[config.mk]
export PLATFORM = sky130hd
export DESIGN_NAME = axil_reg_responder_flat
export DESIGN_NICKNAME = d
export VERILOG_FILES = /design/src/rtl/axil_reg_responder_if.sv /design/src/rtl/axil_reg_responder.sv /design/src/flat_wrapper.sv
export SDC_FILE = /design/constraint.sdc
export NUM_CORES = 1
export LEC_CHECK = 0
export BUFFER_PORTS_ARGS = -buffer_cell sky130_fd_sc_hd__buf_2
export CAP_MARGIN = 0
export CORE_UTILIZATION = 40
export CTS_CLUSTER_SIZE = 12
export DETAILED_ROUTE_END_ITERATION = 6
export GPL_ROUTABILITY_DRIVEN = 1
export PLACE_DENSITY = 0.74
export RECOVER_POWER = 100
export SETUP_SLACK_MARGIN = 0.4
export SYNTH_ARGS = -nofsm -noshare
export SYNTH_HDL_FRONTEND = slang
export SYNTH_SLANG_ARGS = --single-unit
[constraint.sdc]
create_clock -name axil_aclk -period 3.3 [get_ports axil_aclk]
set_input_delay 0.165 -clock axil_aclk [delete_from_list [all_inputs] [get_ports axil_aclk]]
set_output_delay 0.165 -clock axil_aclk [all_outputs]
set_load 0.005 [all_outputs]
[src/rtl/axil_reg_responder_if.sv]
// AXI4-Lite channel bundle between a host (master) and the register responder (slave).
//   master: drives AW/W/AR valid+payload and B/R ready
//   slave : drives AW/W/AR ready and B/R valid+response
interface axil_reg_responder_if #(
  parameter int unsigned ADDR_W = 32
) ();

  logic              awvalid;
  logic [ADDR_W-1:0] awaddr;
  logic              awready;
  logic              wvalid;
  logic [31:0]       wdata;
  logic              wready;
  logic              bvalid;
  logic [1:0]        bresp;
  logic              bready;
  logic              arvalid;
  logic [ADDR_W-1:0] araddr;
  logic              arready;
  logic              rvalid;
  logic [31:0]       rdata;
  logic [1:0]        rresp;
  logic              rready;

  modport master (
    output awvalid, awaddr, wvalid, wdata, bready, arvalid, araddr, rready,
    input  awready, wready, bvalid, bresp, arready, rvalid, rdata, rresp
  );

  modport slave (
    input  awvalid, awaddr, wvalid, wdata, bready, arvalid, araddr, rready,
    output awready, wready, bvalid, bresp, arready, rvalid, rdata, rresp
  );

endinterface

[src/rtl/axil_reg_responder.sv]
// AXI4-Lite register responder: RW control bank exported to the datapath,
// RO status bank sampled from the datapath, error responses for everything else.
// Ports:
//   axil_aclk, axil_aresetn : clock, synchronous active-low reset
//   s_axil                  : AXI4-Lite slave channel set
//   ctrl_regs               : control register contents, register i at [32i+31:32i]
//   ctrl_wr_pulse           : one-cycle pulse per register on a successful write
//   stat_in                 : status words, word j at [32j+31:32j]
module axil_reg_responder #(
  parameter int unsigned      ADDR_W    = 32,
  parameter int unsigned      NUM_CTRL  = 8,
  parameter int unsigned      NUM_STAT  = 4,
  parameter int unsigned      STAT_BASE = 32'h100,
  parameter logic [ADDR_W-1:0] ADDR_MASK = ADDR_W'(32'h0000_0FFF)
) (
  input  logic                     axil_aclk,
  input  logic                     axil_aresetn,
  axil_reg_responder_if.slave      s_axil,
  output logic [32*NUM_CTRL-1:0]   ctrl_regs,
  output logic [NUM_CTRL-1:0]      ctrl_wr_pulse,
  input  logic [32*NUM_STAT-1:0]   stat_in
);

  localparam int unsigned       WORD_W     = ADDR_W - 2;
  localparam logic [WORD_W-1:0] CTRL_WORDS = WORD_W'(NUM_CTRL);
  localparam logic [WORD_W-1:0] STAT_LO    = WORD_W'(STAT_BASE / 4);
  localparam logic [WORD_W-1:0] STAT_HI    = WORD_W'(STAT_BASE / 4 + NUM_STAT);
  localparam logic [1:0]        RESP_OKAY   = 2'b00;
  localparam logic [1:0]        RESP_SLVERR = 2'b10;
  localparam logic [1:0]        RESP_DECERR = 2'b11;
  localparam logic [31:0]       UNMAPPED_DATA = 32'hDEAD_BEEF;

  typedef enum logic [1:0] {W_IDLE, W_HAVE_AW, W_HAVE_W, W_RESP} wr_state_e;
  typedef enum logic       {R_IDLE, R_RESP} rd_state_e;

  // Word index of the decoded offset; the two byte-lane bits are dropped.
  function automatic logic [WORD_W-1:0] word_of(input logic [ADDR_W-1:0] addr);
    logic [ADDR_W-1:0] off;
    off = addr & ADDR_MASK;
    return WORD_W'(off >> 2);
  endfunction

  // Write channel state
  wr_state_e                    wr_state_q, wr_state_d;
  logic                         awready_q, awready_d;
  logic                         wready_q, wready_d;
  logic                         bvalid_q, bvalid_d;
  logic [1:0]                   bresp_q, bresp_d;
  logic [ADDR_W-1:0]            aw_addr_q, aw_addr_d;
  logic [31:0]                  w_data_q, w_data_d;
  logic [NUM_CTRL-1:0][31:0]    ctrl_q, ctrl_d;
  logic [NUM_CTRL-1:0]          pulse_q, pulse_d;

  // Read channel state
  rd_state_e                    rd_state_q, rd_state_d;
  logic                         arready_q, arready_d;
  logic                         rvalid_q, rvalid_d;
  logic [31:0]                  rdata_q, rdata_d;
  logic [1:0]                   rresp_q, rresp_d;

  logic                         aw_hs, w_hs, ar_hs;
  logic                         commit;
  logic [ADDR_W-1:0]            cm_addr;
  logic [31:0]                  cm_data;
  logic [WORD_W-1:0]            wr_word, rd_word;

  assign aw_hs = s_axil.awvalid & awready_q;
  assign w_hs  = s_axil.wvalid  & wready_q;
  assign ar_hs = s_axil.arvalid & arready_q;

  // Write channel: collect AW and W in either order, commit on the second.
  always_comb begin
    wr_state_d = wr_state_q;
    awready_d  = awready_q;
    wready_d   = wready_q;
    bvalid_d   = bvalid_q;
    bresp_d    = bresp_q;
    aw_addr_d  = aw_addr_q;
    w_data_d   = w_data_q;
    ctrl_d     = ctrl_q;
    pulse_d    = '0;
    commit     = 1'b0;
    cm_addr    = aw_addr_q;
    cm_data    = w_data_q;
    wr_word    = '0;

    case (wr_state_q)
      W_IDLE: begin
        if (aw_hs && w_hs) begin
          commit  = 1'b1;
          cm_addr = s_axil.awaddr;
          cm_data = s_axil.wdata;
        end else if (aw_hs) begin
          aw_addr_d  = s_axil.awaddr;
          wr_state_d = W_HAVE_AW;
        end else if (w_hs) begin
          w_data_d   = s_axil.wdata;
          wr_state_d = W_HAVE_W;
        end
      end
      W_HAVE_AW: begin
        if (w_hs) begin
          commit  = 1'b1;
          cm_data = s_axil.wdata;
        end
      end
      W_HAVE_W: begin
        if (aw_hs) begin
          commit  = 1'b1;
          cm_addr = s_axil.awaddr;
        end
      end
      W_RESP: begin
        if (s_axil.bready) begin
          bvalid_d   = 1'b0;
          wr_state_d = W_IDLE;
        end
      end
      default: wr_state_d = W_IDLE;
    endcase

    if (commit) begin
      wr_state_d = W_RESP;
      bvalid_d   = 1'b1;
      wr_word    = word_of(cm_addr);
      if (wr_word < CTRL_WORDS) begin
        bresp_d = RESP_OKAY;
        for (int i = 0; i < int'(NUM_CTRL); i++) begin
          if (wr_word == WORD_W'(i)) begin
            ctrl_d[i]  = cm_data;
            pulse_d[i] = 1'b1;
          end
        end
      end else if (wr_word >= STAT_LO && wr_word < STAT_HI) begin
        bresp_d = RESP_SLVERR;
      end else begin
        bresp_d = RESP_DECERR;
      end
    end

    // Readies follow the state being entered so they appear with it.
    awready_d = (wr_state_d == W_IDLE) || (wr_state_d == W_HAVE_W);
    wready_d  = (wr_state_d == W_IDLE) || (wr_state_d == W_HAVE_AW);
  end

  // Read channel: register the response on the AR handshake, hold until rready.
  always_comb begin
    rd_state_d = rd_state_q;
    arready_d  = arready_q;
    rvalid_d   = rvalid_q;
    rdata_d    = rdata_q;
    rresp_d    = rresp_q;
    rd_word    = word_of(s_axil.araddr);

    case (rd_state_q)
      R_IDLE: begin
        if (ar_hs) begin
          rd_state_d = R_RESP;
          rvalid_d   = 1'b1;
          rdata_d    = UNMAPPED_DATA;
          rresp_d    = RESP_DECERR;
          if (rd_word < CTRL_WORDS) begin
            rresp_d = RESP_OKAY;
            rdata_d = '0;
            // ctrl_q is the pre-commit value when a write lands on this edge.
            for (int i = 0; i < int'(NUM_CTRL); i++) begin
              if (rd_word == WORD_W'(i)) rdata_d = ctrl_q[i];
            end
          end else if (rd_word >= STAT_LO && rd_word < STAT_HI) begin
            rresp_d = RESP_OKAY;
            rdata_d = '0;
            for (int j = 0; j < int'(NUM_STAT); j++) begin
              if (rd_word == STAT_LO + WORD_W'(j)) rdata_d = stat_in[32*j +: 32];
            end
          end
        end
      end
      R_RESP: begin
        if (s_axil.rready) begin
          rvalid_d   = 1'b0;
          rd_state_d = R_IDLE;
        end
      end
      default: rd_state_d = R_IDLE;
    endcase

    arready_d = (rd_state_d == R_IDLE);
  end

  // State and output registers
  always_ff @(posedge axil_aclk) begin
    if (!axil_aresetn) begin
      wr_state_q <= W_IDLE;
      awready_q  <= 1'b0;
      wready_q   <= 1'b0;
      bvalid_q   <= 1'b0;
      bresp_q    <= '0;
      aw_addr_q  <= '0;
      w_data_q   <= '0;
      ctrl_q     <= '0;
      pulse_q    <= '0;
      rd_state_q <= R_IDLE;
      arready_q  <= 1'b0;
      rvalid_q   <= 1'b0;
      rdata_q    <= '0;
      rresp_q    <= '0;
    end else begin
      wr_state_q <= wr_state_d;
      awready_q  <= awready_d;
      wready_q   <= wready_d;
      bvalid_q   <= bvalid_d;
      bresp_q    <= bresp_d;
      aw_addr_q  <= aw_addr_d;
      w_data_q   <= w_data_d;
      ctrl_q     <= ctrl_d;
      pulse_q    <= pulse_d;
      rd_state_q <= rd_state_d;
      arready_q  <= arready_d;
      rvalid_q   <= rvalid_d;
      rdata_q    <= rdata_d;
      rresp_q    <= rresp_d;
    end
  end

  assign s_axil.awready = awready_q;
  assign s_axil.wready  = wready_q;
  assign s_axil.bvalid  = bvalid_q;
  assign s_axil.bresp   = bresp_q;
  assign s_axil.arready = arready_q;
  assign s_axil.rvalid  = rvalid_q;
  assign s_axil.rdata   = rdata_q;
  assign s_axil.rresp   = rresp_q;
  assign ctrl_regs      = ctrl_q;
  assign ctrl_wr_pulse  = pulse_q;

endmodule
[src/flat_wrapper.sv]
// flat-port wrapper written by rule: the top's interface ports become plain ports
module axil_reg_responder_flat 
#(
  parameter int unsigned      ADDR_W    = 32,
  parameter int unsigned      NUM_CTRL  = 8,
  parameter int unsigned      NUM_STAT  = 4,
  parameter int unsigned      STAT_BASE = 32'h100,
  parameter logic [ADDR_W-1:0] ADDR_MASK = ADDR_W'(32'h0000_0FFF)
)
  (axil_aclk, axil_aresetn, ctrl_regs, ctrl_wr_pulse, stat_in, s_axil_awvalid, s_axil_awaddr, s_axil_wvalid, s_axil_wdata, s_axil_bready, s_axil_arvalid, s_axil_araddr, s_axil_rready, s_axil_awready, s_axil_wready, s_axil_bvalid, s_axil_bresp, s_axil_arready, s_axil_rvalid, s_axil_rdata, s_axil_rresp);
  axil_reg_responder_if #(.ADDR_W(ADDR_W)) s_axil_i ();
  input  logic axil_aclk;
  input  logic axil_aresetn;
  output logic [32*NUM_CTRL-1:0] ctrl_regs;
  output logic [NUM_CTRL-1:0] ctrl_wr_pulse;
  input  logic [32*NUM_STAT-1:0] stat_in;
  input wire logic [$bits(s_axil_i.awvalid)-1:0] s_axil_awvalid;
  input wire logic [$bits(s_axil_i.awaddr)-1:0] s_axil_awaddr;
  input wire logic [$bits(s_axil_i.wvalid)-1:0] s_axil_wvalid;
  input wire logic [$bits(s_axil_i.wdata)-1:0] s_axil_wdata;
  input wire logic [$bits(s_axil_i.bready)-1:0] s_axil_bready;
  input wire logic [$bits(s_axil_i.arvalid)-1:0] s_axil_arvalid;
  input wire logic [$bits(s_axil_i.araddr)-1:0] s_axil_araddr;
  input wire logic [$bits(s_axil_i.rready)-1:0] s_axil_rready;
  output wire logic [$bits(s_axil_i.awready)-1:0] s_axil_awready;
  output wire logic [$bits(s_axil_i.wready)-1:0] s_axil_wready;
  output wire logic [$bits(s_axil_i.bvalid)-1:0] s_axil_bvalid;
  output wire logic [$bits(s_axil_i.bresp)-1:0] s_axil_bresp;
  output wire logic [$bits(s_axil_i.arready)-1:0] s_axil_arready;
  output wire logic [$bits(s_axil_i.rvalid)-1:0] s_axil_rvalid;
  output wire logic [$bits(s_axil_i.rdata)-1:0] s_axil_rdata;
  output wire logic [$bits(s_axil_i.rresp)-1:0] s_axil_rresp;
  assign s_axil_i.awvalid = s_axil_awvalid;
  assign s_axil_i.awaddr = s_axil_awaddr;
  assign s_axil_i.wvalid = s_axil_wvalid;
  assign s_axil_i.wdata = s_axil_wdata;
  assign s_axil_i.bready = s_axil_bready;
  assign s_axil_i.arvalid = s_axil_arvalid;
  assign s_axil_i.araddr = s_axil_araddr;
  assign s_axil_i.rready = s_axil_rready;
  assign s_axil_awready = s_axil_i.awready;
  assign s_axil_wready = s_axil_i.wready;
  assign s_axil_bvalid = s_axil_i.bvalid;
  assign s_axil_bresp = s_axil_i.bresp;
  assign s_axil_arready = s_axil_i.arready;
  assign s_axil_rvalid = s_axil_i.rvalid;
  assign s_axil_rdata = s_axil_i.rdata;
  assign s_axil_rresp = s_axil_i.rresp;
  axil_reg_responder #(.ADDR_W(ADDR_W), .NUM_CTRL(NUM_CTRL), .NUM_STAT(NUM_STAT), .STAT_BASE(STAT_BASE), .ADDR_MASK(ADDR_MASK)) u_core (.axil_aclk(axil_aclk), .axil_aresetn(axil_aresetn), .s_axil(s_axil_i), .ctrl_regs(ctrl_regs), .ctrl_wr_pulse(ctrl_wr_pulse), .stat_in(stat_in));
endmodule
Yosys cells after proc, flatten, opt, wreduce, memory -nomap -nowiden
Cells that the tools add are included.
{"block": "totals", "reg_bits": 372}
{"block": "op_classes", "n_lt_le_gt_ge": 6, "n_eq_ne": 25, "muxes": 51, "bitwise_logic": 7, "n_reduce_logical": 25}
{"cell": "$mux W32", "count": 17}
{"cell": "$eq A10 B3 Y1 const B", "count": 8}
{"cell": "$pmux W32 S2", "count": 1}
{"cell": "$logic_not A30 Y1", "count": 2}
{"cell": "$eq A10 B2 Y1 const B", "count": 4}
{"cell": "$eq A10 B7 Y1 const B", "count": 4}
{"cell": "$reduce_and A3 Y1", "count": 10}
{"cell": "$pmux W12 S2", "count": 1}
{"cell": "$eq A10 B1 Y1 const B", "count": 2}
{"cell": "$ge A10 B7 Y1 const B", "count": 2}
{"cell": "$lt A10 B4 Y1 const B", "count": 2}
{"cell": "$lt A10 B7 Y1 const B", "count": 2}
{"cell": "$mux W1", "count": 19}
{"cell": "$mux W2", "count": 8}
{"cell": "$mux W12", "count": 1}
{"cell": "$reduce_and A2 Y1", "count": 4}
{"cell": "$eq A2 B2 Y1 const B", "count": 3}
{"cell": "$eq A2 B1 Y1 const B", "count": 2}
{"cell": "$logic_not A2 Y1", "count": 2}
{"cell": "$not A1 Y1", "count": 4}
{"cell": "$pmux W1 S2", "count": 2}
{"cell": "$pmux W2 S2", "count": 1}
{"cell": "$reduce_bool A2 Y1", "count": 2}
{"cell": "$and A1 B1 Y1", "count": 3}
{"cell": "5 further kinds", "count": 8}

Depth between registers and ports, before layout
Gate-level depths: netlist (run 1).
{"block": "depth", "word_depth": 10, "depth_mapped": 12, "ltp_nobuf": 8}

Least setup slack after synthesis (run 1)
No wires, ideal clock.
{"block": "synth_timing", "path_type": "register -> register", "startpoint": "register u_core.wr_state_q[0]", "endpoint": "register u_core.ctrl_q, in the netlist u_core.ctrl_regs[24]", "setup_ns": 0.073, "arrival_time_ns": 2.633, "required_ns": 3.227, "slack_ns": 0.594, "path_stages_with_launch": 10, "path_buffers": 3, "period_less_slack_ns": 2.706, "cell_sequence": "dfxtp_1 inv_1 ha_1 buf_2 clkbuf_1 a222oi_1 nand2_2 nor4_4 buf_6 mux2i_1"}
{"block": "synth_between", "elab_chain_len": 4, "elab_cells_between_ends": 9, "cone_classes": "order compare (1); eq/ne (2); mux (3); reduce/logical (3)"}
{"item": "start: declaration", "line": "axil_reg_responder.sv:44", "source": "wr_state_e wr_state_q, wr_state_d;"}
{"item": "start signal: assignment", "line": "axil_reg_responder.sv:208", "source": "wr_state_q <= wr_state_d;"}
{"item": "$eq A2 B2 Y1 or $logic_not A2 Y1 (tied branches)", "line": "axil_reg_responder.sv:87", "source": "case (wr_state_q)"}
{"item": "$pmux W12 S2", "line": "axil_reg_responder.sv:87"}
{"item": "$lt A10 B4 Y1 or $logic_not A30 Y1 (tied branches)", "line": "axil_reg_responder.sv:126, axil_reg_responder.sv:129"}
{"item": "$reduce_and A3 Y1 (no source line)"}
{"item": "end signal: assignment", "line": "axil_reg_responder.sv:215", "source": "ctrl_q <= ctrl_d;"}
{"item": "end: declaration", "line": "axil_reg_responder.sv:51", "source": "logic [NUM_CTRL-1:0][31:0] ctrl_q, ctrl_d;"}
Parallel ways exist; a longest one is shown, timed or not.
A chain may end at the register's enable or synchronous reset.

Final worst setup path (run 1)
{"block": "layout_timing", "startpoint": "input s_axil_araddr[4]", "endpoint": "register u_core.rdata_q[0] (netlist: u_core.s_axil.rdata[0])"}
{"block": "layout_between", "elab_chain_len": 10, "elab_cells_between_ends": 30, "cone_classes": "order compare (3); eq/ne (11); mux (14); reduce/logical (2)"}
{"item": "start: declaration", "line": "flat_wrapper.sv:23", "source": "input wire logic [$bits(s_axil_i.araddr)-1:0] s_axil_araddr;"}
{"item": "$logic_not A30 Y1", "line": "axil_reg_responder.sv:167", "source": "if (rd_word == WORD_W'(i)) rdata_d = ctrl_q[i];"}
{"item": "$mux W32 (8 in a row)", "line": "axil_reg_responder.sv:167"}
{"item": "$mux W32 *", "line": "axil_reg_responder.sv:162", "source": "if (rd_word < CTRL_WORDS) begin"}
{"item": "end signal: assignment", "line": "axil_reg_responder.sv:220", "source": "rdata_q <= rdata_d;"}
{"item": "end: declaration", "line": "axil_reg_responder.sv:58", "source": "logic [31:0] rdata_q, rdata_d;"}
Every way passes the cells marked *; elsewhere a longest branch is shown, timed or not.

==> results of run 1 <==
==> state kept, by name (all words and copies together), names as in the netlist <==
signal                 cells
u_core.ctrl_wr_pulse       8
u_core.s_axil.rvalid       1
u_core.s_axil.awready      1
u_core.aw_addr_q          10
u_core.s_axil.rresp        1
u_core.s_axil.arready      1
u_core.s_axil.bvalid       1
u_core.rd_state_q          1
u_core.ctrl_regs         256
u_core.w_data_q           32
u_core.wr_state_q          2
u_core.s_axil.bresp        2
u_core.s_axil.wready       1
u_core.s_axil.rdata       32
==> layer usage <==
| layer | part of all wire [%] | vias to the layer above |
|---|---|---|
| li1 | - | 7673 |
| met1 | 41 | 8363 |
| met2 | 46 | 903 |
| met3 | 8.7 | 156 |
| met4 | 4.8 | 0 |
| met5 | 0 | - |
==> area by class of cell <==
class	count	area, um2
well taps	539	674.4
flip-flops and latches	349	6987
repair buffers	594	3208
fillers	4018	20560
multi-input cells	1347	9236
inverters	15	56.30
clock buffers	55	1159
clock inverters	11	135.1
diodes	9	22.52
==> cells in the mapped netlist, drive strengths merged (8+ instances only) <==
cell type / instances / share of area, %
a211o: 8 / 0.41
a211oi: 11 / 0.48
a21o: 11 / 0.48
a21oi: 117 / 3.4
a222oi: 33 / 1.9
a22o: 37 / 1.9
a22oi: 20 / 0.88
and2: 14 / 0.51
buf: 70 / 2.2
clkbuf: 122 / 2.7
dfxtp: 349 / 41
inv: 15 / 0.33
mux2: 9 / 0.59
mux2i: 280 / 16
mux4: 35 / 4.6
nand2: 422 / 9.3
nand2b: 35 / 1.3
nand3: 11 / 0.32
nor2: 66 / 1.5
nor3: 21 / 0.62
o211ai: 14 / 0.62
o21ai: 58 / 1.7
o21bai: 8 / 0.35
o221ai: 23 / 1.2
o22ai: 24 / 0.88
o31a: 9 / 0.46
or3: 14 / 0.51
==> critical path: stages <==
cell and delay, ns:
clkbuf_1 0.80, clkbuf_2 0.60, nor2b_1 0.24, buf_4 0.19, nand2_1 0.39, o22ai_1 0.40
a21oi_1 0.19, o31a_1 0.35
==> final timing paths <==
path | cells after the start | slack, ns | endpoint
setup / recovery | 8 | 0.38 | u_core.s_axil.rdata[0]
hold / removal | 4 | 0.04 | u_core.s_axil.rdata[1]
setup reg to reg | 10 | 0.43 | u_core.ctrl_regs[104]
hold reg to reg | 2 | 0.46 | u_core.s_axil.rvalid
==> power by group <==
group / internal [W] / total (W) / switching (W)
Sequential: 0.00437 / 0.00449 / 0.000126
Clock: 0.00267 / 0.00446 / 0.00179
Combinational: 0.000880 / 0.00246 / 0.00158
==> metrics by stage <==
stage / setup slack, ns / cell area [um2] / hold slack, ns / std cells
after global placement: 0.3620 / 19960 / 0.4125 / 2796
after global routing: 0.2300 / 21480 / 0.05459 / 2918
after floorplan: 0.5944 / 17060 / 0.3010 / 1903
after detailed placement: 0.3523 / 19960 / 0.4240 / 2796
after CTS: 0.4483 / 21690 / 0.01230 / 2906
final: 0.3812 / 21480 / 0.03760 / 2919
==> cell families (layout without fill, tap and decap cells) <==
group                    count (synthesis)  count (layout)  share of synthesized area [%]
adder cells (fa/ha/maj)                  4               4                         0.2934
flip-flops                             349             349                          40.96
AO/OA/AOI/OAI                          406             406                          16.31
AND/OR/NAND/NOR                        613             613                          15.54
other                                    0               9                              0
buffers and inverters                  207             675                          5.245
multiplexers                           324             324                          21.65
==> what timing repair did <==
item	4_1_cts	5_1_grt
hold buffers	44	0
setup buffers	0	2
hold endpoints to repair	46	0
setup endpoints to repair	70	125
gates cloned	0	2
pin swaps	0	2
gates resized for setup	1	11
==> summary.md, run 1 <==
| Metric | Value |
|---|---|
| PD cells | between 500 and 600 mW/mm2 |
| Clock period minus worst slack | 2.919 ns |
| Mapped Nets | ~2,100 |
| Post-synthesis area per instance | approximately 9.0 um2 |
| Largest net degree at the start of global routing | 110 |
| Total Power | approximately 0.011 W |
| Synth Cell Area | approximately 0.017 mm2 |
| Status | finished, violations left |
| CTS tree | yes |
| H-tree Lvls | 2 |
| Warnings from Yosys | 0 |
| Grt met2 use | roughly half |
| Port buffer count | ~500 |
| Hold Fails Final Rpt | 0 |
| Register area share after synthesis | 40.96% |
| Clk slew on worst S/H paths | about 0.06 ns |
| Synth Flop Type | dfxtp_1 |
| Global route overflow | 0 |
| Fin. max-slew vios | 41 |
| RSZ-0062 raised after global routing | no |
| Final Skew | between 0.02 and 0.025 ns |
| Tightest Hold Check Type | input port to register |
| Seq cells post-synth | 349 |
| Crit path launch | s_axil_araddr[4] |
| Peak VDD IR | 494.1 uV |
| Share of cells above drive strength 1 | 20.03% |
| Worst Path Arrival | about 3.4 ns |
| First-pass GRT wire length | 105,100 um |
| Required time of the worst setup path | around 3.7 ns |
| M3 GR Usage | 6.943% |
| DRT Wirelength | just over 70,000 um |
| Commonest non-fill, non-tap cells in the layout | 420 x nand2_1, 349 x dfxtp_1, 284 x buf_2, 280 x mux2i_1, 211 x clkbuf_1 |
| Pleak | about 9.0 nW |
| Row cnt | between 70 and 80 |
| Layout Utilization | 51.09% |
| Layout Nets | between 2,000 and 3,000 |
| Failing checks | design-rule violations, max-capacitance violations, max-slew violations |
| Initial Util | about 40% |
| CTS Buf Count | 40 |
| Post-synthesis cell count | about 1,900 |
| Iter 0 DRT Violations | between 1,500 and 2,000 |
| Setup violators final | 0 |
| Critical Path Start Type | input port |
| Met1 Usage GRT | between 40% and 50% |
| Die Wd | around 210 um |
| Worst-path fanout max | 22 |
| Vias in the first global route | approximately 16,000 |
| DR vias | between 15,000 and 20,000 |
| Antenna violations before repair | 10 |
| Core area | 0.04204 mm2 |
| Worst reg2reg path startpoint | u_core.wr_state_q[1] |
| WL/cell | ~25 um |
| DP Wirelength | ~53,000 um |
| Routability cong. | around 0.95 |
| Highest Clock Rate | about 340 MHz |
| CTS max path bufs | 3 |
| Vias per inst | 5.856 |
| Post-synth ARST share | 0% |
| Fin crit share | 88.45% |
| Transition time of the tightest slew-check pin | between 1.5 and 2 ns |
| Number of synthesized flops with an enable pin | 0 |
| CP Class | input port to register |
| I/O Pins | 536 |
| Setup tns final | 0 ns |
| Antenna Nets Post-Route | 0 |
| GRT busiest layer | met2 |
| Die H | approximately 210 um |
| CTS Sinks | 349 |
| Most common cell after layout, fill and taps aside | nand2_1 |
| GRT Total Usage | between 30% and 40% |
| Post-route DRC | 10 |
| Area grow syn2layout | 25.92% |
| Slew headroom | -28.49% |
| DR pass1 iterations | 7 |
| MaxCap Viol Count | 2 |
| Skew-Pair Late Insertion Delay | 0.56 ns |
| CP endpoint kind | register |
| Post-synth cell types | between 50 and 60 |
| Root Driver | clkbuf_16 |
| Source of the worst hold timing path | stat_in[97] |
| DIE AREA | 0.04347 mm2 |
Note: power is estimated with default switching activity, not from simulation.
==> run 2: changes to the inputs <==
--- a/config.mk
+++ b/config.mk
@@ -11,6 +11,7 @@
 export CTS_CLUSTER_SIZE = 12
 export DETAILED_ROUTE_END_ITERATION = 6
 export GPL_ROUTABILITY_DRIVEN = 1
+export GPL_TIMING_DRIVEN = 0
 export PLACE_DENSITY = 0.74
 export RECOVER_POWER = 100
 export SETUP_SLACK_MARGIN = 0.4
==> constraint.sdc (replaced) <==
create_clock -name axil_aclk -period 3.3 [get_ports axil_aclk]
set_input_delay 0.165 -clock axil_aclk [delete_from_list [all_inputs] [get_ports axil_aclk]]
set_output_delay 0.165 -clock axil_aclk [all_outputs]
set_load 0.1 [all_outputs]
==> run 2 against run 1 <==
Critical path type unchanged. Power is 8.3% higher. The run ends with design-rule violations left. Non-clock buffer count increased by 144. Critical path depth grew 1.
==> summary.md, run 2 (same netlist as run 1, synthesis figures left out) <==
| Metric | Value |
|---|---|
| Status | finished, violations left |
| Failing checks | design-rule violations |
| Worst reg2reg path startpoint | u_core.wr_state_q[1] |
| CP endpoint kind | register |
| Crit path launch | s_axil_araddr[11] |
| Clock period minus worst slack | 3.006 ns |
| Port buffer count | between 400 and 500 |
| Root Driver | clkbuf_16 |
| Vias per inst | 5.961 |
| DRT Wirelength | 84,770 um |
| Post-route DRC | 4 |
| CTS max path bufs | 3 |
| Highest Clock Rate | around 330 MHz |
| First-pass GRT wire length | about 120,000 um |
| WL/cell | between 20 and 30 um |
| GRT Total Usage | between 30 and 40% |
| Fin crit share | between 90% and 100% |
| PD cells | ~570 mW/mm2 |
| MaxCap Viol Count | 0 |
| Peak VDD IR | 362.3 uV |
| Row cnt | 75 |
| CTS tree | yes |
| FF/Latch Area | approximately 0.007 mm2 |
| Min Hold Slack | about 0.037 ns |
| Core area | between 0.04 and 0.05 mm2 |
| Hold Fails Final Rpt | 0 |
| Antenna Nets Post-Route | 0 |
| CP Class | input port to register |
| Fin. max-slew vios | 0 |
| DP Wirelength | approximately 66,000 um |
| DIE AREA | between 0.04 and 0.05 mm2 |
| DR pass1 iterations | 7 |
| Final non-filler cell area | 0.02188 mm2 |
| Setup violators final | 0 |
| Clk slew on worst S/H paths | roughly 0.060 ns |
| Pleak | 8.709 nW |
| Die H | between 200 and 250 um |
| Finished Layout Cells | 3,059 |
| Antenna violations before repair | 5 |
| Transition time of the tightest slew-check pin | 1.453 ns |
| Reg2reg setup slack | 0.30 ns |
| Worst Path Arrival | between 3 and 4 ns |
| Placement Cell Area | 0.02019 mm2 |
| CTS Buf Count | 40 |
| Area grow syn2layout | 28.27% |
| Commonest non-fill, non-tap cells in the layout | 438 x clkbuf_1, 420 x nand2_1, 346 x dfxtp_1, 280 x mux2i_1, 189 x buf_2 |
| Worst-path fanout max | 10 |
| Global route overflow | 0 |
| Hold path depth | 4 |
| Iter 0 DRT Violations | roughly 1,900 |
| Skew-Pair Late Insertion Delay | 0.55 ns |
| Vias in the first global route | 17,460 |
| Routability cong. | about 0.97 |
| RSZ-0062 raised after global routing | no |
| Critical Path Start Type | input port |
| Final Skew | approximately 0.022 ns |
| Total Power | around 0.012 W |
| DR vias | ~18,000 |
| Most common cell after layout, fill and taps aside | clkbuf_1 |
| Layout Nets | about 2,700 |
| Largest net degree at the start of global routing | 13 |
| Slew headroom | 2.245% |
| I/O Pins | around 540 |
| Multi-input logic area | approximately 0.009 mm2 |
| Source of the worst hold timing path | stat_in[41] |
| Setup tns final | 0 ns |
| H-tree Lvls | 2 |
| Fillers | slightly above 4,000 |
| Tightest Hold Check Type | input port to register |
| Placed Cells | 2,933 |
| Max FFs per register | approximately 260 |
| Required time of the worst setup path | between 3 and 4 ns |
| CTS Sinks | about 350 |
| Share of cells above drive strength 1 | between 10% and 20% |
| Die Wd | ~210 um |
| Initial Util | around 41% |
| R2R cell count | 9 |
## run 2: changes by cell type in the layout (fill, tap and decap cells not counted), sizes merged
cell           before  now
clkdlybuf4s15       0    1
clkinvlp            2    0
diode               9    3
clkbuf            270  503
buf               335  245
bufinv              3    5
clkinv              6    8
## run 2: per-stage QoR
stage	worst slack [ns]	util (%)
finish	0.2939	52.04
global route	0.2315	52.04
CTS	0.3685	52.71
detailed placement	-0.8039	48.03
global placement	-0.8504	48.03
floorplan	0.4014	-
## run 2: area by class of cell
type / count / share of cell area, %
repair buffers: 546 / 11.87
well taps: 539 / 3.082
plain buffers: 192 / 4.140
clock inverters: 13 / 0.8864
diodes: 3 / 0.03431
clock buffers: 55 / 5.387
multi-input cells: 1347 / 42.39
inverters: 15 / 0.2573
flip-flops and latches: 349 / 31.95
## run 2: routing by layer
metal	track usage, %	share of wire, %
met5	0	0
met4	22.20	6.7
met3	10.66	11
met2	61.09	46
met1	43.84	37
## run 2: path summary, 6_finish.rpt
kind | endpoint
max reg2reg | u_core.ctrl_regs[39]
max | u_core.s_axil.rdata[16]
min | u_core.s_axil.rdata[9]
min reg2reg | u_core.w_data_q[0]
## run 2: where the power goes
| group | internal (W) | total [W] | switching, W |
|---|---|---|---|
| Sequential | 0.00437 | 0.00451 | 0.000139 |
| Combinational | 0.000924 | 0.00313 | 0.00220 |
| Clock | 0.00287 | 0.00473 | 0.00186 |
| Total | 0.00817 | 0.0124 | 0.00419 |
## run 2: what timing repair did
action	4_1_cts	5_1_grt
endpoints found under the setup margin	269	259
pin swaps	6	4
endpoints found under the hold margin	45	0
setup buffers	10	1
hold buffers	44	0
resized for setup	27	37
## run 2: worst max-delay path, cell delays in order
cell	delay (ns)
buf_2	0.09
or4_1	0.64
or4_1	0.43
clkbuf_1	0.19
nor2_1	0.57
clkbuf_1	0.53
nand2_1	0.32
o22ai_1	0.38
o21a_1	0.17
==> run 3: changes to the inputs <==
--- a/config.mk
+++ b/config.mk
@@ -7,12 +7,14 @@
 export LEC_CHECK = 0
 export BUFFER_PORTS_ARGS = -buffer_cell sky130_fd_sc_hd__buf_2
 export CAP_MARGIN = 0
-export CORE_UTILIZATION = 40
+export CELL_PAD_IN_SITES_DETAIL_PLACEMENT = 1
+export CELL_PAD_IN_SITES_GLOBAL_PLACEMENT = 2
+export CORE_UTILIZATION = 30
 export CTS_CLUSTER_SIZE = 12
 export DETAILED_ROUTE_END_ITERATION = 6
 export GPL_ROUTABILITY_DRIVEN = 1
 export GPL_TIMING_DRIVEN = 0
-export PLACE_DENSITY = 0.74
+export PLACE_DENSITY = 0.89
 export RECOVER_POWER = 100
 export SETUP_SLACK_MARGIN = 0.4
 export SYNTH_ARGS = -nofsm -noshare
==> run 3 against run 2 <==
The flow now finishes without violations. Setup slack worse by 0.057 ns. Register-to-register slack better by 0.02 ns. Critical path depth down 1. Largest cell class unchanged. Power up 1.6%.
==> summary.md, run 3 (same netlist as run 1, synthesis figures left out) <==
| Metric | Value |
|---|---|
| Status | completed |
| Min Hold Slack | about 0.036 ns |
| Antenna Nets Post-Route | 0 |
| Setup violators final | 0 |
| CP Class | input port to register |
| Reg2reg setup slack | approximately 0.32 ns |
| Worst Path Arrival | ~3.5 ns |
| Share of cells above drive strength 1 | 15.77% |
| Worst-path fanout max | 10 |
| Bufs and invs on worst path | 4 |
| Layout Nets | 2,732 |
| Vias per inst | around 5.4 |
| Most common cell after layout, fill and taps aside | clkbuf_1 |
| Finished Layout Cells | ~3,300 |
| Row cnt | 87 |
| Skew-Pair Late Insertion Delay | 0.58 ns |
| Final Skew | between 0.02 and 0.03 ns |
| Placed Cells | between 3,000 and 4,000 |
| H-tree Lvls | 2 |
| Setup tns final | 0 ns |
| Core area | 0.05628 mm2 |
| First-pass GRT wire length | 132,200 um |
| CP endpoint kind | register |
| DP Wirelength | 75,370 um |
| Fin crit share | about 93% |
| Crit-path leading delay family | buffers and inverters |
| CTS Sinks | about 350 |
| CP cell instances | clkbuf_1 -> clkdlybuf4s15_2 -> clkbuf_2 -> clkbuf_1 -> o21ai_0 -> o221ai_1 -> o22ai_1 -> o21a_1 |
| Highest Clock Rate | 326.5 MHz |
| Peak VDD IR | around 350 uV |
| CTS max path bufs | 3 |
| Vias in the first global route | 18,330 |
| DIE AREA | approximately 0.058 mm2 |
| DR vias | about 18,000 |
| Max FFs per register | ~260 |
| Largest net degree at the start of global routing | 13 |
| CP max stage delay | 0.89 ns |
| Fin. max-slew vios | 0 |
| DR pass1 iterations | 5 |
| GRT Total Usage | around a third |
| Die Wd | about 240 um |
| Die H | 240.4 um |
| Tightest Hold Check Type | input port to register |
| CTS Buf Count | 41 |
| Routability cong. | about 0.91 |
| Clock period minus worst slack | approximately 3 ns |
| CTS tree | yes |
| Transition time of the tightest slew-check pin | between 1 and 1.5 ns |
| Global route overflow | 0 |
| Hold Fails Final Rpt | 0 |
| Crit path max-delay cell type | clkbuf_1 |
| Clk slew on worst S/H paths | 0.06 ns |
| Commonest non-fill, non-tap cells in the layout | 430 x clkbuf_1, 420 x nand2_1, 346 x dfxtp_1, 280 x mux2i_1, 191 x buf_2 |
| Slew headroom | 2.057% |
| Critical Path Start Type | input port |
| I/O Pins | ~540 |
| MaxCap Viol Count | 0 |
| Root Driver | clkbuf_16 |
| Post-route DRC | 0 |
| Most Frequent Cell on Critical Path | clkbuf_1 |
| RSZ-0062 raised after global routing | no |
| Pleak | 8.775 nW |
| Initial Util | 30.31% |
| Iter 0 DRT Violations | 1,205 |
| WL/cell | about 29 um |
| PD cells | ~560 mW/mm2 |
| Antenna violations before repair | 6 |
| Required time of the worst setup path | 3.76 ns |
| Port buffer count | ~490 |
| Area grow syn2layout | 30.49% |
| Layout Utilization | 39.55% |
| DRT Wirelength | 95,690 um |
## run 3: what timing repair did
| item | in CTS | in global routing |
|---|---|---|
| gates resized for setup | 40 | 70 |
| setup buffers | 12 | 3 |
| hold buffers | 45 | 0 |
| pin swaps | 7 | 6 |
| hold endpoints to repair | 47 | 0 |
| gates cloned | 0 | 0 |
| endpoints found under the setup margin | 288 | 260 |
## run 3: layout make-up
cell class	count	area, um2
sequential	349	6990
multi-input combinational	1347	9320
clock inverter	13	201.4
buffer	192	957.2
tap	756	945.9
antenna	3	7.507
timing repair buffer	551	2625
clock buffer	56	1152
inverter	15	56.30
fill	6888	34020
## run 3: worst register-to-register path, stage by stage, from the launching register on
cell and delay (ns):
dfxtp_1 0.40, inv_1 0.09, ha_1 0.20, clkbuf_4 0.19, clkbuf_1 0.30, clkbuf_1 0.32
a222oi_1 0.46, nand2b_1 0.22, clkbuf_1 0.48, mux2i_1 0.18
## run 3: through the flow
stage                     instance area [um2]  setup slack (ns)  power [W]
after detailed placement                20470            -1.312   0.007646
after global placement                  20460            -1.257   0.007563
after CTS                               22480            0.3050    0.01249
after global routing                    22260            0.2060    0.01297
after floorplan                         17060            0.4014   0.006583
final                                   22260            0.2370    0.01256
## run 3: final timing paths
kind	startpoint	to	depth (start not counted)
setup / recovery	s_axil_araddr[2]	u_core.s_axil.rdata[3]	8
hold / removal	stat_in[63]	u_core.s_axil.rdata[31]	4
setup reg to reg	u_core.wr_state_q[0]	u_core.ctrl_regs[33]	9
hold reg to reg	u_core.w_data_q[24]	u_core.w_data_q[24]	2
## run 3: metal layers
layer  wire (um)  GRT usage [%]  up-vias
met3        8872          10.63      181
met4        3767          11.93        0
met1       36650          36.30     8963
li1            -              -     7973
met2       46400          55.73      762
met5           0              0        -
## run 3: report_power, final
group | switching, W | internal, W | total, W | leakage, nW
Combinational | 0.00232 | 0.000966 | 0.00329 | 5.29
Clock | 0.00194 | 0.00283 | 0.00476 | 0.668
Sequential | 0.000143 | 0.00437 | 0.00451 | 2.82
